<file path="config.mk">
export PLATFORM = sky130hd
export DESIGN_NAME = sample_sequencer
export DESIGN_NICKNAME = d
export VERILOG_FILES = /design/src/rtl/sample_sequencer.sv
export SDC_FILE = /design/constraint.sdc
export NUM_CORES = 1
export LEC_CHECK = 0
export CAP_MARGIN = 20
export CORE_MARGIN = 8
export CORE_UTILIZATION = 45
export CTS_BUF_LIST = sky130_fd_sc_hd__clkbuf_16
export CTS_CLUSTER_SIZE = 14
export DETAILED_ROUTE_END_ITERATION = 16
export HOLD_SLACK_MARGIN = 0.12
export PLACE_DENSITY = 0.72
export SKIP_CTS_REPAIR_TIMING = 1
export SLEW_MARGIN = 20
export SYNTH_ARGS = -nofsm -noshare
export SYNTH_HDL_FRONTEND = slang
export SYNTH_SLANG_ARGS = --single-unit
</file>
<file path="constraint.sdc">
create_clock -name i_clk -period 2.2 [get_ports i_clk]
set_clock_uncertainty 0.15 [all_clocks]
set_input_delay 0.44 -clock i_clk [delete_from_list [all_inputs] [get_ports i_clk]]
set_output_delay 0.44 -clock i_clk [all_outputs]
set_load 0.05 [all_outputs]
</file>
<file path="src/rtl/sample_sequencer.sv">
// -----------------------------------------------------------------------------
// sample_sequencer
//
// Plays a stored signal out of a BRAM towards a FIR filter. Each pass reads
// one sample every CLK_DIV clocks, starting at address 0. Each sample is
// registered and presented with a valid/ready handshake.
//
// The FSM runs IDLE -> WAIT_TICK -> READ -> CAPTURE -> PRESENT -> WAIT_TICK ...
// A pass ends in DONE, or wraps to address 0 when i_loop is set.
// The sample-period tick counter free-runs while busy. A tick that arrives
// while a sample is still in flight is dropped and never queued.
//
// Optional feature macro: SAMPLE_SEQ_OVERRUN_EN
//   When defined, a dropped tick sets the sticky o_overrun flag.
//   When undefined, o_overrun is tied to 0 and has no detection logic.
//
// Ports
//   i_clk        sole clock, rising edge
//   i_rst        synchronous active-high reset
//   i_start      begin a pass from address 0 (honoured in IDLE/DONE only)
//   i_stop       abort to IDLE; has priority over i_start and transfers
//   i_loop       wrap to address 0 after the last sample instead of finishing
//   o_bram_rden  BRAM read enable (asserted only in READ)
//   o_bram_addr  BRAM read address (holds its last value outside READ)
//   i_bram_data  BRAM read data, valid one cycle after o_bram_rden
//   o_sig_data   sample to FIR, stable while o_sig_valid is high
//   o_sig_valid  sample valid to FIR
//   i_fir_ready  FIR accepts the sample
//   o_busy       pass in progress
//   o_done       pass completed; held until i_start, i_stop or reset
//   o_overrun    sticky flag for a missed sample tick
// -----------------------------------------------------------------------------
module sample_sequencer #(
    parameter int SIG_WIDTH = 16,
    parameter int ADDR_W    = 7,
    parameter int SIG_LEN   = 100,
    parameter int CLK_DIV   = 12000
) (
    input  logic                 i_clk,
    input  logic                 i_rst,
    input  logic                 i_start,
    input  logic                 i_stop,
    input  logic                 i_loop,
    output logic                 o_bram_rden,
    output logic [ADDR_W-1:0]    o_bram_addr,
    input  logic [SIG_WIDTH-1:0] i_bram_data,
    output logic [SIG_WIDTH-1:0] o_sig_data,
    output logic                 o_sig_valid,
    input  logic                 i_fir_ready,
    output logic                 o_busy,
    output logic                 o_done,
    output logic                 o_overrun
);

    localparam int                 CNT_W    = $clog2(CLK_DIV);
    localparam logic [CNT_W-1:0]   CNT_LAST = CNT_W'(CLK_DIV - 1);
    localparam logic [ADDR_W-1:0]  IDX_LAST = ADDR_W'(SIG_LEN - 1);

    typedef enum logic [2:0] {
        S_IDLE,
        S_WAIT_TICK,
        S_READ,
        S_CAPTURE,
        S_PRESENT,
        S_DONE
    } state_t;

    state_t                 state_q, state_d;
    logic [CNT_W-1:0]       cnt_q,   cnt_d;
    logic [ADDR_W-1:0]      idx_q,   idx_d;
    logic [ADDR_W-1:0]      addr_q,  addr_d;
    logic [SIG_WIDTH-1:0]   data_q,  data_d;

    logic running;
    logic tick;
    logic restart;

    assign running = (state_q == S_WAIT_TICK) || (state_q == S_READ) ||
                     (state_q == S_CAPTURE)   || (state_q == S_PRESENT);
    assign tick    = running && (cnt_q == CNT_LAST);
    // i_stop outranks i_start, so a simultaneous pair leaves the FSM idle.
    assign restart = i_start && !i_stop &&
                     ((state_q == S_IDLE) || (state_q == S_DONE));

    always_comb begin
        state_d = state_q;
        cnt_d   = cnt_q;
        idx_d   = idx_q;
        addr_d  = addr_q;
        data_d  = data_q;

        if (running) begin
            cnt_d = tick ? '0 : cnt_q + CNT_W'(1);
        end

        unique case (state_q)
            S_IDLE, S_DONE: begin
                if (restart) begin
                    state_d = S_WAIT_TICK;
                    idx_d   = '0;
                    // Cleared here so the first tick lands CLK_DIV cycles after i_start.
                    cnt_d   = '0;
                end
            end
            S_WAIT_TICK: begin
                if (tick) begin
                    state_d = S_READ;
                    addr_d  = idx_q;
                end
            end
            S_READ: begin
                state_d = S_CAPTURE;
            end
            S_CAPTURE: begin
                data_d  = i_bram_data;
                state_d = S_PRESENT;
            end
            S_PRESENT: begin
                if (i_fir_ready) begin
                    if (idx_q != IDX_LAST) begin
                        idx_d   = idx_q + ADDR_W'(1);
                        state_d = S_WAIT_TICK;
                    end else if (i_loop) begin
                        idx_d   = '0;
                        state_d = S_WAIT_TICK;
                    end else begin
                        state_d = S_DONE;
                    end
                end
            end
            default: begin
                state_d = S_IDLE;
            end
        endcase

        if (i_stop) begin
            state_d = S_IDLE;
        end
    end

    always_ff @(posedge i_clk) begin
        if (i_rst) begin
            state_q <= S_IDLE;
            cnt_q   <= '0;
            idx_q   <= '0;
            addr_q  <= '0;
            data_q  <= '0;
        end else begin
            state_q <= state_d;
            cnt_q   <= cnt_d;
            idx_q   <= idx_d;
            addr_q  <= addr_d;
            data_q  <= data_d;
        end
    end

    assign o_bram_rden = (state_q == S_READ);
    assign o_bram_addr = addr_q;
    assign o_sig_data  = data_q;
    assign o_sig_valid = (state_q == S_PRESENT);
    assign o_busy      = running;
    assign o_done      = (state_q == S_DONE);

`ifdef SAMPLE_SEQ_OVERRUN_EN
    logic overrun_q, overrun_d;
    logic drop;

    // A tick that lands while a sample is still in flight is lost.
    assign drop = tick && ((state_q == S_READ) || (state_q == S_CAPTURE) ||
                           (state_q == S_PRESENT));

    always_comb begin
        overrun_d = overrun_q;
        if (restart) begin
            overrun_d = 1'b0;
        end else if (drop) begin
            overrun_d = 1'b1;
        end
    end

    always_ff @(posedge i_clk) begin
        if (i_rst) begin
            overrun_q <= 1'b0;
        end else begin
            overrun_q <= overrun_d;
        end
    end

    assign o_overrun = overrun_q;
`else
    assign o_overrun = 1'b0;
`endif

endmodule

</file>
==> impl_metrics.tcl <==
set metrics [dict create \
    synth_fp_nets 281 \
    rsz0062_at_grt "no" \
    dp_cells 368 \
    post_drt_wl_per_cell_um 14.4 \
    cp-start-kind "flop" \
    yosysWarnings 0 \
    syn_area_um2 2170 \
    clockBufferDepth 2 \
    grt_usage_pct 15.4 \
    power_density_nw_per_um2 590 \
    std_cell_rows 25 \
    wl_mm 5.42 \
    route.detailed.drc 0 \
    worstPathRequired_ns 2.22 \
    drtIter0Drc 72 \
    clock_latency_ns 0.28 \
    finalCoreUtilization_pct 65.2 \
    io_buffers 48 \
    dr.pass1.iters 4 \
    post-route-min-period_ns 2.14 \
    end_kind "flop" \
    hold_violations 0 \
    grt_start_max_net_pins 18 \
    status "finished clean" \
    rrSetupSlack_ns 0.06 \
    final.setup.tns_ns 0 \
    grt_pass1_wl_mm 9.25 \
    hpwl_mm 4.02 \
    gr-total-overflow 0 \
    hold_class "flop to flop" \
    slew_headroom_pct 63.6 \
    clock-root-buffer "clkbuf_16" \
    r2r_cells 5 \
    synthCells 257 \
    cts_tree "done" \
    ys_seq_elements 47 \
    fp.dieW_um 85.4 \
    vias 2072 \
    hold_ws_ns 0.301 \
    setup_viol 0 \
    placed_cell_area_um2 2870 \
    ioPinCount 50 \
    synth_top_cell_by_area "dfxtp_1" \
    antenna_found_initial 0 \
    vdd_drop_max_mv 0.532 \
    synth_edf_count 0 \
    synth_top_area_share_pct 43.4 \
    synth-async-reset-ratio_pct 0 \
    avgSynthCellArea_um2 8.43 \
    synthTopCellsByArea "dfxtp_1 (43%), a21oi_1 (7.9%), nand2_1 (7.1%)" \
    slew_violations 0 \
    tightest_slew_ns 0.546 \
    cap_viol_max_count 0 \
    layout-drive-gt1-share_pct 16.1 \
    viasPerCell 5.51 \
    syn_to_final_growth_pct 41.2 \
    hold_path_depth 2 \
    place_congestion 0.868 \
    htree_levels 2 \
    path_class "flop to flop" \
    max_freq_mhz 467 \
    initial_utilization_pct 46.2 \
    clkSlewWorstSetupHoldPaths_ns 0.06 \
    cellLeakagePower_uw 0.00105 \
    final_net_count 345 \
    cp_data_arrival_time_ns 2.16 \
    die_area_um2 7290 \
    antenna_left 0 \
    cts_made_buffers 5 \
    yosys.cell_types.count 48 \
    synth_flop_cell "dfxtp_1" \
    numClockSinks 47 \
    die_h_um 85.4 \
    yosysSeqAreaShare_pct 43.4 \
    critPathMaxFanout 8 \
    period_share_pct 97.4 \
    design_area_um2 3060 \
    antennaDiodeCount 0 \
    first_global_vias 2002 \
    final_cell_count_no_fill 376 \
    core_um2 4690 \
]
[Yosys cell counts (2+ instances only)]
master     n
xnor2_1    6
or4_1      4
ha_1       2
a21oi_1   34
or3_1      4
o22a_1     4
nand3b_1   2
or3b_2     3
o31ai_1    4
o41ai_1    2
o21ai_0   16
mux2i_1    3
and3_1     4
nand2_1   41
buf_2      2
inv_1      3
nor3b_1    7
nor4_1     3
nand3_1   12
nor2b_1    3
nor2_1     9
clkbuf_1  11
xor2_1     2
or4b_1     2
and2_1     2
dfxtp_1   47
nand4_1    2
nor3_1     3
[registers in the layout, summed over array words and instances (netlist names)]
signal and count:
idx_q 7, state_q 3, o_sig_data 16, o_bram_addr 7, cnt_q 14
[routing by layer]
layer / GRT usage (%) / wire [um] / up-vias
met2: 23.3 / 2370 / 75
met1: 19.4 / 2580 / 939
li1: - / - / 1052
met5: 0 / 0 / -
met3: 5.21 / 398 / 6
met4: 6.69 / 81 / 0
[power breakdown]
part | switching [uW] | leakage, uW | total [uW] | internal (uW)
logic | 50.0 | 0.000590 | 108 | 58.1
clock network | 307 | 0.0000818 | 843 | 536
registers | 2.32 | 0.000380 | 854 | 852
[kinds of logic after synthesis]
kind of cell,count (synthesis),share of synthesized area (%)
simple gates,108,27.3
compound gates,69,19.4
flops,47,43.4
buf+inv,19,3.93
xor+xnor,8,3.24
mux,3,1.39
fa+ha+maj,2,1.16
other cells,1,0.173
[final timing paths]
path | start | to
min | o_sig_data[1]$_SDFFE_PP0P_ | o_sig_data[1]$_SDFFE_PP0P_
min reg2reg | o_sig_data[1]$_SDFFE_PP0P_ | o_sig_data[1]$_SDFFE_PP0P_
max reg2reg | cnt_q[8]$_SDFF_PP0_ | o_bram_addr[2]$_SDFFE_PP0P_
max | cnt_q[8]$_SDFF_PP0_ | o_bram_addr[2]$_SDFFE_PP0P_
[critical path: stages (launching register included)]
cell and delay (ns):
dfxtp_1 0.32, or4b_4 0.54, or4b_4 0.55, buf_4 0.18, o21ai_0 0.20, a21oi_1 0.09
[through the flow]
| stage | power (uW) | setup WS, ns |
|---|---|---|
| global placement | 980 | 0.0267 |
| global route | 1860 | 0.00285 |
| detailed placement | 980 | -0.0675 |
| finish | 1810 | 0.0569 |
| floorplan | 920 | -0.0303 |
| CTS | 1830 | -0.0740 |
[area by class of cell]
type	instances	area [um^2]
fill	407	1630
multi-input combinational	191	1160
sequential	47	943
timing repair buffer	72	701
clock buffer	5	125
tap	54	67.6
clock inverter	3	42.5
inverter	4	17.5
[cell usage in the layout (no fill, tap or decap), drive strengths merged, types with 4 or more instances in the layout]
cell type	instances
or4	4
and3	4
or4b	4
xnor2	6
clkbuf	5
o21ai	16
nor3b	7
dfxtp	47
or3	4
o31ai	5
o22a	4
clkdlybuf4s50	44
nand3	12
nand2	41
inv	5
a21oi	35
nor2	10
buf	28
(Power assumes the default switching activity.)
